[src/rtl/clz_pkg.sv]
// Shared definitions for the count-leading/trailing-zeros/ones pipeline:
// operation encodings and the width of the count result.
package clz_pkg;

    // Operation selector carried with each operand.
    // Bit 1 selects counting ones (operand is inverted).
    // Bit 0 selects counting from the LSB (operand is bit-reversed).
    typedef enum logic [1:0] {
        MODE_CLZ = 2'b00,
        MODE_CTZ = 2'b01,
        MODE_CLO = 2'b10,
        MODE_CTO = 2'b11
    } mode_e;

    // A count can run from 0 to WIDTH inclusive, so it needs one bit more
    // than log2(WIDTH).
    function automatic int pos_width(input int width);
        return $clog2(width) + 1;
    endfunction

    // Width of a per-slice local count (0..CHUNK inclusive).
    function automatic int slice_count_width(input int chunk);
        return $clog2(chunk) + 1;
    endfunction

endpackage

[src/rtl/clz_slice.sv]
// Combinational leading-zero counter for one CHUNK-wide slice.
// Produces the number of leading zeros (CHUNK when the slice is empty)
// and a flag telling the merge stage that the slice holds no set bit.
module clz_slice
    import clz_pkg::*;
#(
    parameter int CHUNK = 8
) (
    input  logic [CHUNK-1:0]       data,
    output logic [$clog2(CHUNK):0] count,
    output logic                   zero
);

    localparam int SW = slice_count_width(CHUNK);

    // Scan from the LSB upward; the last set bit seen is the most
    // significant one, so its position wins the count.
    always_comb begin
        count = SW'(CHUNK);
        for (int i = 0; i < CHUNK; i++) begin
            if (data[i]) begin
                count = SW'(CHUNK - 1 - i);
            end
        end
    end

    assign zero = ~|data;

endmodule

[src/rtl/clz_pipe.sv]
// Two-stage pipelined CLZ/CTZ/CLO/CTO counter with valid/ready handshake.
//
// Stage 1 transforms the operand (invert for ones-counting, reverse for
// trailing counts) and registers a local leading-zero count plus an
// all-zero flag for every CHUNK slice, together with the mode.
// Stage 2 merges the slice results into the final count.
//
// The bit reversal for trailing modes is split: each slice is reversed
// locally in stage 1, and stage 2 walks the slices from the bottom of the
// word instead of the top. That yields exactly the slices of the fully
// reversed word, just stored at their physical positions, and saves a
// full-width crossbar in front of the slice counters.
module clz_pipe
    import clz_pkg::*;
#(
    parameter int WIDTH = 32,
    parameter int CHUNK = 8
) (
    input  logic                         clk,
    input  logic                         rst,
    input  logic                         in_valid,
    output logic                         in_ready,
    input  logic [WIDTH-1:0]             data_in,
    input  logic [1:0]                   mode_in,
    output logic                         out_valid,
    input  logic                         out_ready,
    output logic [pos_width(WIDTH)-1:0]  pos_out,
    output logic                         all_out
);

    localparam int NS = WIDTH / CHUNK;
    localparam int SW = slice_count_width(CHUNK);
    localparam int PW = pos_width(WIDTH);
    localparam int IW = (NS > 1) ? $clog2(NS) : 1;

    // ------------------------------------------------------------------
    // Handshake
    // ------------------------------------------------------------------
    logic s1_valid_reg;
    logic s2_valid_reg;
    logic s2_ready;
    logic s1_ready;
    logic accept;

    // A stage can take new data when it is empty or its content leaves
    // this cycle. Nothing here looks at in_valid, so in_ready carries no
    // combinational path from it.
    assign s2_ready = !s2_valid_reg || out_ready;
    assign s1_ready = !s1_valid_reg || s2_ready;
    assign in_ready = s1_ready && !rst;
    assign accept   = in_valid && in_ready;

    // ------------------------------------------------------------------
    // Stage 1 input transform and slice counters
    // ------------------------------------------------------------------
    mode_e            mode_sel;
    logic             ones_in;
    logic             trail_in;
    logic [WIDTH-1:0] inv_word;
    logic [CHUNK-1:0] slice_in   [NS];
    logic [SW-1:0]    slice_cnt  [NS];
    logic             slice_zero [NS];

    // Reverse the bit order of one slice.
    function automatic logic [CHUNK-1:0] rev_chunk(input logic [CHUNK-1:0] v);
        logic [CHUNK-1:0] r;
        r = '0;
        for (int i = 0; i < CHUNK; i++) begin
            r[i] = v[CHUNK-1-i];
        end
        return r;
    endfunction

    assign mode_sel = mode_e'(mode_in);
    assign ones_in  = (mode_sel == MODE_CLO) || (mode_sel == MODE_CTO);
    assign trail_in = (mode_sel == MODE_CTZ) || (mode_sel == MODE_CTO);
    assign inv_word = data_in ^ {WIDTH{ones_in}};

    generate
        for (genvar gi = 0; gi < NS; gi++) begin : g_slice
            assign slice_in[gi] = trail_in ? rev_chunk(inv_word[gi*CHUNK +: CHUNK])
                                           : inv_word[gi*CHUNK +: CHUNK];

            clz_slice #(
                .CHUNK (CHUNK)
            ) u_slice (
                .data  (slice_in[gi]),
                .count (slice_cnt[gi]),
                .zero  (slice_zero[gi])
            );
        end
    endgenerate

    // ------------------------------------------------------------------
    // Stage 1 registers
    // ------------------------------------------------------------------
    logic [SW-1:0] s1_cnt_reg  [NS];
    logic          s1_zero_reg [NS];
    mode_e         s1_mode_reg;

    // Capture slice results on acceptance; hold while stage 2 is blocked.
    always_ff @(posedge clk) begin
        if (rst) begin
            s1_valid_reg <= 1'b0;
            s1_mode_reg  <= MODE_CLZ;
            for (int i = 0; i < NS; i++) begin
                s1_cnt_reg[i]  <= '0;
                s1_zero_reg[i] <= 1'b0;
            end
        end else if (s1_ready) begin
            s1_valid_reg <= in_valid;
            if (in_valid) begin
                s1_mode_reg <= mode_sel;
                for (int i = 0; i < NS; i++) begin
                    s1_cnt_reg[i]  <= slice_cnt[i];
                    s1_zero_reg[i] <= slice_zero[i];
                end
            end
        end
    end

    // ------------------------------------------------------------------
    // Stage 2 merge
    // ------------------------------------------------------------------
    logic          s1_trail;
    logic          found;
    logic [IW-1:0] idx;
    logic [PW-1:0] pos_next;
    logic          all_next;

    // Walk slices in transformed-word order (top-down for leading modes,
    // bottom-up for trailing modes); the first non-empty slice ends the
    // count, each empty slice before it contributes CHUNK.
    always_comb begin
        s1_trail = (s1_mode_reg == MODE_CTZ) || (s1_mode_reg == MODE_CTO);
        pos_next = PW'(WIDTH);
        found    = 1'b0;
        idx      = '0;
        for (int k = 0; k < NS; k++) begin
            idx = s1_trail ? IW'(k) : IW'(NS - 1 - k);
            if (!found && !s1_zero_reg[idx]) begin
                pos_next = PW'(k * CHUNK) + PW'(s1_cnt_reg[idx]);
                found    = 1'b1;
            end
        end
        all_next = !found;
    end

    // ------------------------------------------------------------------
    // Stage 2 registers (output stage)
    // ------------------------------------------------------------------
    logic [PW-1:0] pos_reg;
    logic          all_reg;

    // Result only updates when the consumer is free, so it stays stable
    // throughout an output stall.
    always_ff @(posedge clk) begin
        if (rst) begin
            s2_valid_reg <= 1'b0;
            pos_reg      <= '0;
            all_reg      <= 1'b0;
        end else if (s2_ready) begin
            s2_valid_reg <= s1_valid_reg;
            if (s1_valid_reg) begin
                pos_reg <= pos_next;
                all_reg <= all_next;
            end
        end
    end

    // Outputs are forced quiet for the whole time reset is held, including
    // the cycle before the first reset edge has been sampled.
    assign out_valid = s2_valid_reg && !rst;
    assign pos_out   = rst ? '0 : pos_reg;
    assign all_out   = all_reg && !rst;

endmodule

[config.mk]
export PLATFORM = sky130hd
export DESIGN_NAME = clz_pipe
export DESIGN_NICKNAME = d
export VERILOG_FILES = /design/src/rtl/clz_pkg.sv /design/src/rtl/clz_slice.sv /design/src/rtl/clz_pipe.sv
export SDC_FILE = /design/constraint.sdc
export NUM_CORES = 1
export LEC_CHECK = 0
export ABC_AREA = 1
export BUFFER_PORTS_ARGS = -buffer_cell sky130_fd_sc_hd__buf_4
export CORE_UTILIZATION = 52
export CTS_CLUSTER_DIAMETER = 50
export DETAILED_ROUTE_END_ITERATION = 8
export MAX_ROUTING_LAYER = met4
export PLACE_DENSITY = 0.84
export SLEW_MARGIN = 20
export SYNTH_ARGS = -nofsm -noshare
export SYNTH_HDL_FRONTEND = slang
export SYNTH_HIERARCHICAL = 1
export SYNTH_SLANG_ARGS = --single-unit
export TNS_END_PERCENT = 20
[constraint.sdc]
create_clock -name clk -period 1.59 [get_ports clk]
set_input_delay 0.2385 -clock clk [delete_from_list [all_inputs] [get_ports clk]]
set_output_delay 0.2385 -clock clk [all_outputs]
set_load 0.005 [all_outputs]
### After elaboration in Yosys (flattened, before gate mapping)

Memory sizes are Yosys's and may differ from the RTL's.
Cells that the tools add are included.

| operators by class | value |
|---|---|
| add/subtract/negate cells | 3 |
| eq/ne operators | 5 |
| muxes and demuxes | 63 |
| bitwise operators | 9 |
| reductions and logical operators | 30 |

Operators with widths:

| kind | count |
|---|---|
| $mux W4 | 36 |
| $mux W8 | 4 |
| $reduce_or A8 Y1 | 4 |
| $xor A32 B32 Y32 | 1 |
| $mux W6 | 5 |
| $mux W1 | 14 |
| $logic_not A1 Y1 | 13 |
| $add A5 B4 Y6 const A | 2 |
| $mux W2 | 4 |
| $or A1 B1 Y1 | 8 |
| $eq A2 B2 Y1 const B | 3 |
| $logic_and A1 B1 Y1 | 6 |
| $add A4 B4 Y5 const A | 1 |
| $logic_or A1 B1 Y1 | 5 |
| $eq A2 B1 Y1 const B | 2 |
| $reduce_and A2 Y1 | 2 |

| word-level totals | value |
|---|---|
| register bits | 11 |
| RAM bits | 20 |
| input bits | 38 |
| memories | 2 |

Memory list:

| name | depth | width | rd ports | clocked after memory_dff | write ports | RTL line | text |
|---|---|---|---|---|---|---|---|
| s1_cnt_reg | 4 | 4 | 4 | 0 | 4 | clz_pipe.sv:97 | `logic [SW-1:0] s1_cnt_reg [NS];` |
| s1_zero_reg | 4 | 1 | 4 | 0 | 4 | clz_pipe.sv:98 | `logic s1_zero_reg [NS];` |

### Logic depth before layout (Yosys ltp)

An unclocked memory read counts as a cell.

| logic depth | value |
|---|---|
| depth in word-level cells | 14 |
| gate-level depth with buffers | 14 |

### Modules after synthesis

The synthesis kept the hierarchy.

Modules (own cells, without submodules):

| module | times used | cells an instance | area an instance (µm²) |
|---|---|---|---|
| clz_pipe | 1 | 358 | 2407.3 |
| clz_slice | 4 | 22 | 101.3 |

### Worst setup path after synthesis

Ideal clock, no wire load.

| timing path | value |
|---|---|
| path type | in2reg |
| start | in mode_in[1] |
| end | mem s1_cnt_reg[3][0] (netlist name), data pin |
| setup time | 0.138 ns |
| arrival time | 1.570 ns |
| data required time | 1.452 ns |
| slack | -0.119 ns |
| stages on the path | 13 |
| path buffers | 2 |
| cells stage by stage | buf_2 > buf_4 > xor2_1 > inv_1 > o21ai_0 > inv_1 > nand2_1 > nand2_1 > nand2_1 > nand2_1 > a21oi_1 > inv_1 > nor2_1 |

RTL lines:

| element | RTL line | text |
|---|---|---|
| start, declared | clz_pipe.sv:24 | `input logic [1:0] mode_in,` |
| end, declared | clz_pipe.sv:97 |  |

==> flow_summary.html <==
<table>
<tr><th>Metric</th><th>Value</th></tr>
<tr><th colspan="2">Yosys</th></tr>
<tr><td>Most used DFF post-synth</td><td>sky130_fd_sc_hd__edfxtp_1</td></tr>
<tr><td>Area share of the largest cell type after synthesis</td><td>21.4%</td></tr>
<tr><td>Seq/Total Area, Yosys</td><td>28.5%</td></tr>
<tr><td>Cell count after synthesis</td><td>446</td></tr>
<tr><td>FFs w/ async S/R, synth</td><td>0%</td></tr>
<tr><td>Main combinational cell family by area after synthesis</td><td>simple AND/OR/NAND/NOR gates</td></tr>
<tr><td>Top cell types by occurrence after synthesis</td><td>sky130_fd_sc_hd__nand2_1, sky130_fd_sc_hd__inv_1, sky130_fd_sc_hd__nor2_1, sky130_fd_sc_hd__o21ai_0, sky130_fd_sc_hd__xor2_1</td></tr>
<tr><td>Complex-gate fraction of the synthesized area</td><td>11.6%</td></tr>
<tr><td>Cell type with the highest aggregate area in the netlist</td><td>sky130_fd_sc_hd__edfxtp_1</td></tr>
<tr><td>Number of flops mapped to enable cells by yosys</td><td>20</td></tr>
<tr><td>Nets in the synthesized netlist</td><td>484</td></tr>
<tr><td>Post-synthesis adder-cell area fraction</td><td>0%</td></tr>
<tr><td>Yosys warnings</td><td>6</td></tr>
<tr><td>Post-synthesis share of cell area spent on xor and xnor gates</td><td>9.96%</td></tr>
<tr><td>Top-count cell post-synth</td><td>sky130_fd_sc_hd__nand2_1</td></tr>
<tr><td>Summed instance area of the synthesized netlist</td><td>2810 um^2</td></tr>
<tr><td>Mux contribution to synthesized area</td><td>1.07%</td></tr>
<tr><td>Synth unique cells</td><td>30</td></tr>
<tr><td>Top cells by area, synth</td><td>sky130_fd_sc_hd__edfxtp_1, sky130_fd_sc_hd__nand2_1, sky130_fd_sc_hd__inv_1</td></tr>
<tr><td>#FFs+latches synth</td><td>30</td></tr>
<tr><td>Synthesized-area fraction occupied by and/or/nand/nor cells</td><td>32.6%</td></tr>
<tr><td>Synthesized area per cell</td><td>6.31 um^2</td></tr>
<tr><th colspan="2">Timing</th></tr>
<tr><td>Clock tree skew after final layout</td><td>0.00780 ns</td></tr>
<tr><td>Final period utilization</td><td>92.1%</td></tr>
<tr><td>Number of setup violations in the final report</td><td>0</td></tr>
<tr><td>Number of max-slew violations in the final report</td><td>0</td></tr>
<tr><td>Maximum achievable frequency</td><td>0.683 GHz</td></tr>
<tr><td>Transition time of the tightest slew-check pin</td><td>0.332 ns</td></tr>
<tr><td>Setup repair after global routing missed its margin</td><td>yes</td></tr>
<tr><td>Setup WS post-layout</td><td>0.126 ns</td></tr>
<tr><td>Final setup TNS</td><td>0 ns</td></tr>
<tr><td>Relative slew slack</td><td>77.6%</td></tr>
<tr><td>Hold Fails Final Rpt</td><td>0</td></tr>
<tr><td>Time the worst path needs with I/O delays and setup</td><td>1.46 ns</td></tr>
<tr><th colspan="2">Critical path</th></tr>
<tr><td>Crit path required time</td><td>1.74 ns</td></tr>
<tr><td>Worst path arrival time</td><td>1.62 ns</td></tr>
<tr><td>Cell with the largest stage delay on the worst path</td><td>sky130_fd_sc_hd__or2_4</td></tr>
<tr><td>Worst setup SP type</td><td>input port</td></tr>
<tr><td>Critical path cell sequence</td><td>buf_4 -&gt; buf_12 -&gt; xor2_1 -&gt; nand2_1 -&gt; o21ai_0 -&gt; or2_4 -&gt; nor4_1 -&gt; inv_1 -&gt; nor2_1</td></tr>
<tr><td>Critical path endpoint category</td><td>register</td></tr>
<tr><td>Worst setup path class</td><td>in2reg</td></tr>
<tr><td>Max incr delay on CP</td><td>0.26 ns</td></tr>
<tr><td>Critical-path maximum fanout</td><td>16</td></tr>
<tr><td>Register-to-Register Path Depth</td><td>9</td></tr>
<tr><th colspan="2">Die</th></tr>
<tr><td>Num rows</td><td>26</td></tr>
<tr><td>Core outline area</td><td>5170 um^2</td></tr>
<tr><td>Top Ports</td><td>47</td></tr>
<tr><td>Floorplan die width</td><td>75.5 um</td></tr>
<tr><td>Vertical die dimension</td><td>75.5 um</td></tr>
<tr><td>Die area</td><td>5710 um^2</td></tr>
<tr><td>Initial Util</td><td>54.4%</td></tr>
<tr><th colspan="2">Place</th></tr>
<tr><td>Port buffer count</td><td>46</td></tr>
<tr><td>Dpl hpwl</td><td>4.45 mm</td></tr>
<tr><td>Last weighted congestion value of the routability-driven placer</td><td>0.843</td></tr>
<tr><td>Worst Setup Slack post-DPL</td><td>-0.178 ns</td></tr>
<tr><th colspan="2">Power and ir drop</th></tr>
<tr><td>Power per standard cell area</td><td>664 nW/um^2</td></tr>
<tr><td>Leakage power figure</td><td>1.80 nW</td></tr>
<tr><td>Max VDD drop</td><td>0.342 mV</td></tr>
<tr><th colspan="2">Route</th></tr>
<tr><td>Wire length per cell after detailed routing</td><td>9.65 um</td></tr>
<tr><td>Final wirelength</td><td>5.64 mm</td></tr>
<tr><td>Vias</td><td>2769</td></tr>
<tr><td>DR DRC count</td><td>0</td></tr>
<tr><td>Iter 0 DRT Violations</td><td>107</td></tr>
<tr><td>Antenna viol nets, final</td><td>0</td></tr>
<tr><td>Vias per cell</td><td>4.74</td></tr>
<tr><td>Pre-Repair DR Iteration Count</td><td>5</td></tr>
<tr><th colspan="2">Cells and area</th></tr>
<tr><td>Fill cell instance count of the final layout</td><td>458</td></tr>
<tr><td>Fraction of final layout cells sized beyond drive strength 1</td><td>20.6%</td></tr>
<tr><td>Area overhead of the layout relative to synthesis</td><td>24.4%</td></tr>
<tr><td>Flip-flop count of the largest register after layout</td><td>16</td></tr>
<tr><td>Area of the multi-input gates</td><td>1560 um^2</td></tr>
<tr><td>Final antenna diode count</td><td>0</td></tr>
<tr><td>Footprint of the flip-flops and latches</td><td>802 um^2</td></tr>
<tr><td>Final-stage net count</td><td>551</td></tr>
<tr><th colspan="2">CTS</th></tr>
<tr><td>Clock Pin Slew Worst Setup and Hold Paths</td><td>0.07 ns</td></tr>
<tr><td>Number of levels the H-tree was split into</td><td>2</td></tr>
<tr><td>CTS tree</td><td>built</td></tr>
<tr><td>Sink Count</td><td>30</td></tr>
<tr><td>CTS Buf Count</td><td>5</td></tr>
<tr><td>CTS Buffer Depth</td><td>2</td></tr>
<tr><td>Number of buffers added to fix hold violations after cts</td><td>0</td></tr>
<tr><td>Root Buffer Master</td><td>sky130_fd_sc_hd__clkbuf_8</td></tr>
<tr><td>Clk_lat worst skew</td><td>0.29 ns</td></tr>
<tr><th colspan="2">GRT</th></tr>
<tr><td>Total congestion overflow</td><td>0</td></tr>
<tr><td>Overall track demand over capacity in global routing</td><td>21.8%</td></tr>
<tr><td>Initial antenna violation count</td><td>0</td></tr>
<tr><td>Wire length of the first global-routing pass</td><td>9.38 mm</td></tr>
<tr><td>Pin count of the biggest net entering global routing</td><td>34</td></tr>
<tr><td>Via count of the first global-routing pass</td><td>2417</td></tr>
<tr><th colspan="2">Hold path</th></tr>
<tr><td>Hold path cells</td><td>2</td></tr>
<tr><td>Worst min-delay path class</td><td>in2reg</td></tr>
<tr><th colspan="2">Outcome</th></tr>
<tr><td>Outcome</td><td>finished, final reports clean</td></tr>
<tr><th colspan="2">Run</th></tr>
<tr><td>Number of violations of the max-capacitance limit</td><td>0</td></tr>
</table>
-- critical path, delay by kind of cell --
kind	cells	cell delay, ns
xor+xnor	1	0.18
compound gates	1	0.10
simple gates	4	0.70
buf+inv	3	0.39
-- cell families (layout without fill, tap and decap cells) --
family                 Yosys count  after routing
AND/OR/NAND/NOR                207            207
buffers and inverters          111            179
AO/OA/AOI/OAI                   63             63
XOR/XNOR                        32             32
flip-flops                      30             30
multiplexers                     3              3
-- cell type report --
type | instances | share of cell area (%)
Inverter | 94 | 10.2
Clock buffer | 6 | 2.07
Timing Repair Buffer | 77 | 17.2
Tap cell | 70 | 2.50
Sequential cell | 30 | 22.9
Clock inverter | 2 | 0.429
Multi-Input combinational cell | 305 | 44.7
-- what timing repair did --
| item | CTS | global route |
|---|---|---|
| setup buffers | 0 | 0 |
| gates resized for setup | 0 | 7 |
| setup endpoints to repair | 0 | 14 |
-- per-stage QoR --
| stage | area [um^2] | total power [mW] | instances | hold WS [ns] | util, % |
|---|---|---|---|---|---|
| 2_1_floorplan | 2820 | 1.46 | 446 | 0.405 | - |
| 3_3_place_gp | 3400 | 1.70 | 576 | 0.476 | 65.7 |
| 3_5_place_dp | 3400 | 1.73 | 576 | 0.490 | 65.7 |
| 4_1_cts | 3490 | 2.33 | 584 | 0.217 | 67.4 |
| 5_1_grt | 3500 | 2.48 | 584 | 0.241 | 67.7 |
| 6_report | 3500 | 2.32 | 584 | 0.223 | 67.7 |
-- layer usage --
metal / share of wire (%) / track usage, %
met2: 50 / 39.8
met5: 0 / -
met4: 2.0 / 8.44
met1: 44 / 23.6
met3: 3.9 / 3.70
-- cell usage in the layout, fill, tap and decap left out, types with 9 or more instances in the layout --
| cell type | count |
|---|---|
| sky130_fd_sc_hd__nand2_1 | 126 |
| sky130_fd_sc_hd__inv_1 | 92 |
| sky130_fd_sc_hd__buf_4 | 75 |
| sky130_fd_sc_hd__nor2_1 | 40 |
| sky130_fd_sc_hd__xor2_1 | 32 |
| sky130_fd_sc_hd__o21ai_0 | 28 |
| sky130_fd_sc_hd__edfxtp_1 | 20 |
| sky130_fd_sc_hd__o21ai_1 | 16 |
| sky130_fd_sc_hd__a21oi_1 | 13 |
| sky130_fd_sc_hd__dfxtp_1 | 9 |
-- final timing paths --
check	startpoint	end	slack (ns)
max reg2reg	s1_mode_reg[0]$_SDFFE_PP0P_	pos_reg[0]$_SDFFE_PP0P_	0.18
max	mode_in[1]	s1_zero_reg[2]$_SDFFCE_PN0P_	0.13
min reg2reg	s1_valid_reg$_SDFFE_PP0N_	s2_valid_reg$_SDFFE_PP0P_	0.50
min	rst	pos_reg[3]$_SDFFE_PP0P_	0.22
-- power breakdown --
part / switching (mW) / internal, mW
logic: 0.463 / 0.358
registers: 0.0243 / 0.880
clock network: 0.290 / 0.307
Note: power is estimated with default switching activity, not from simulation.
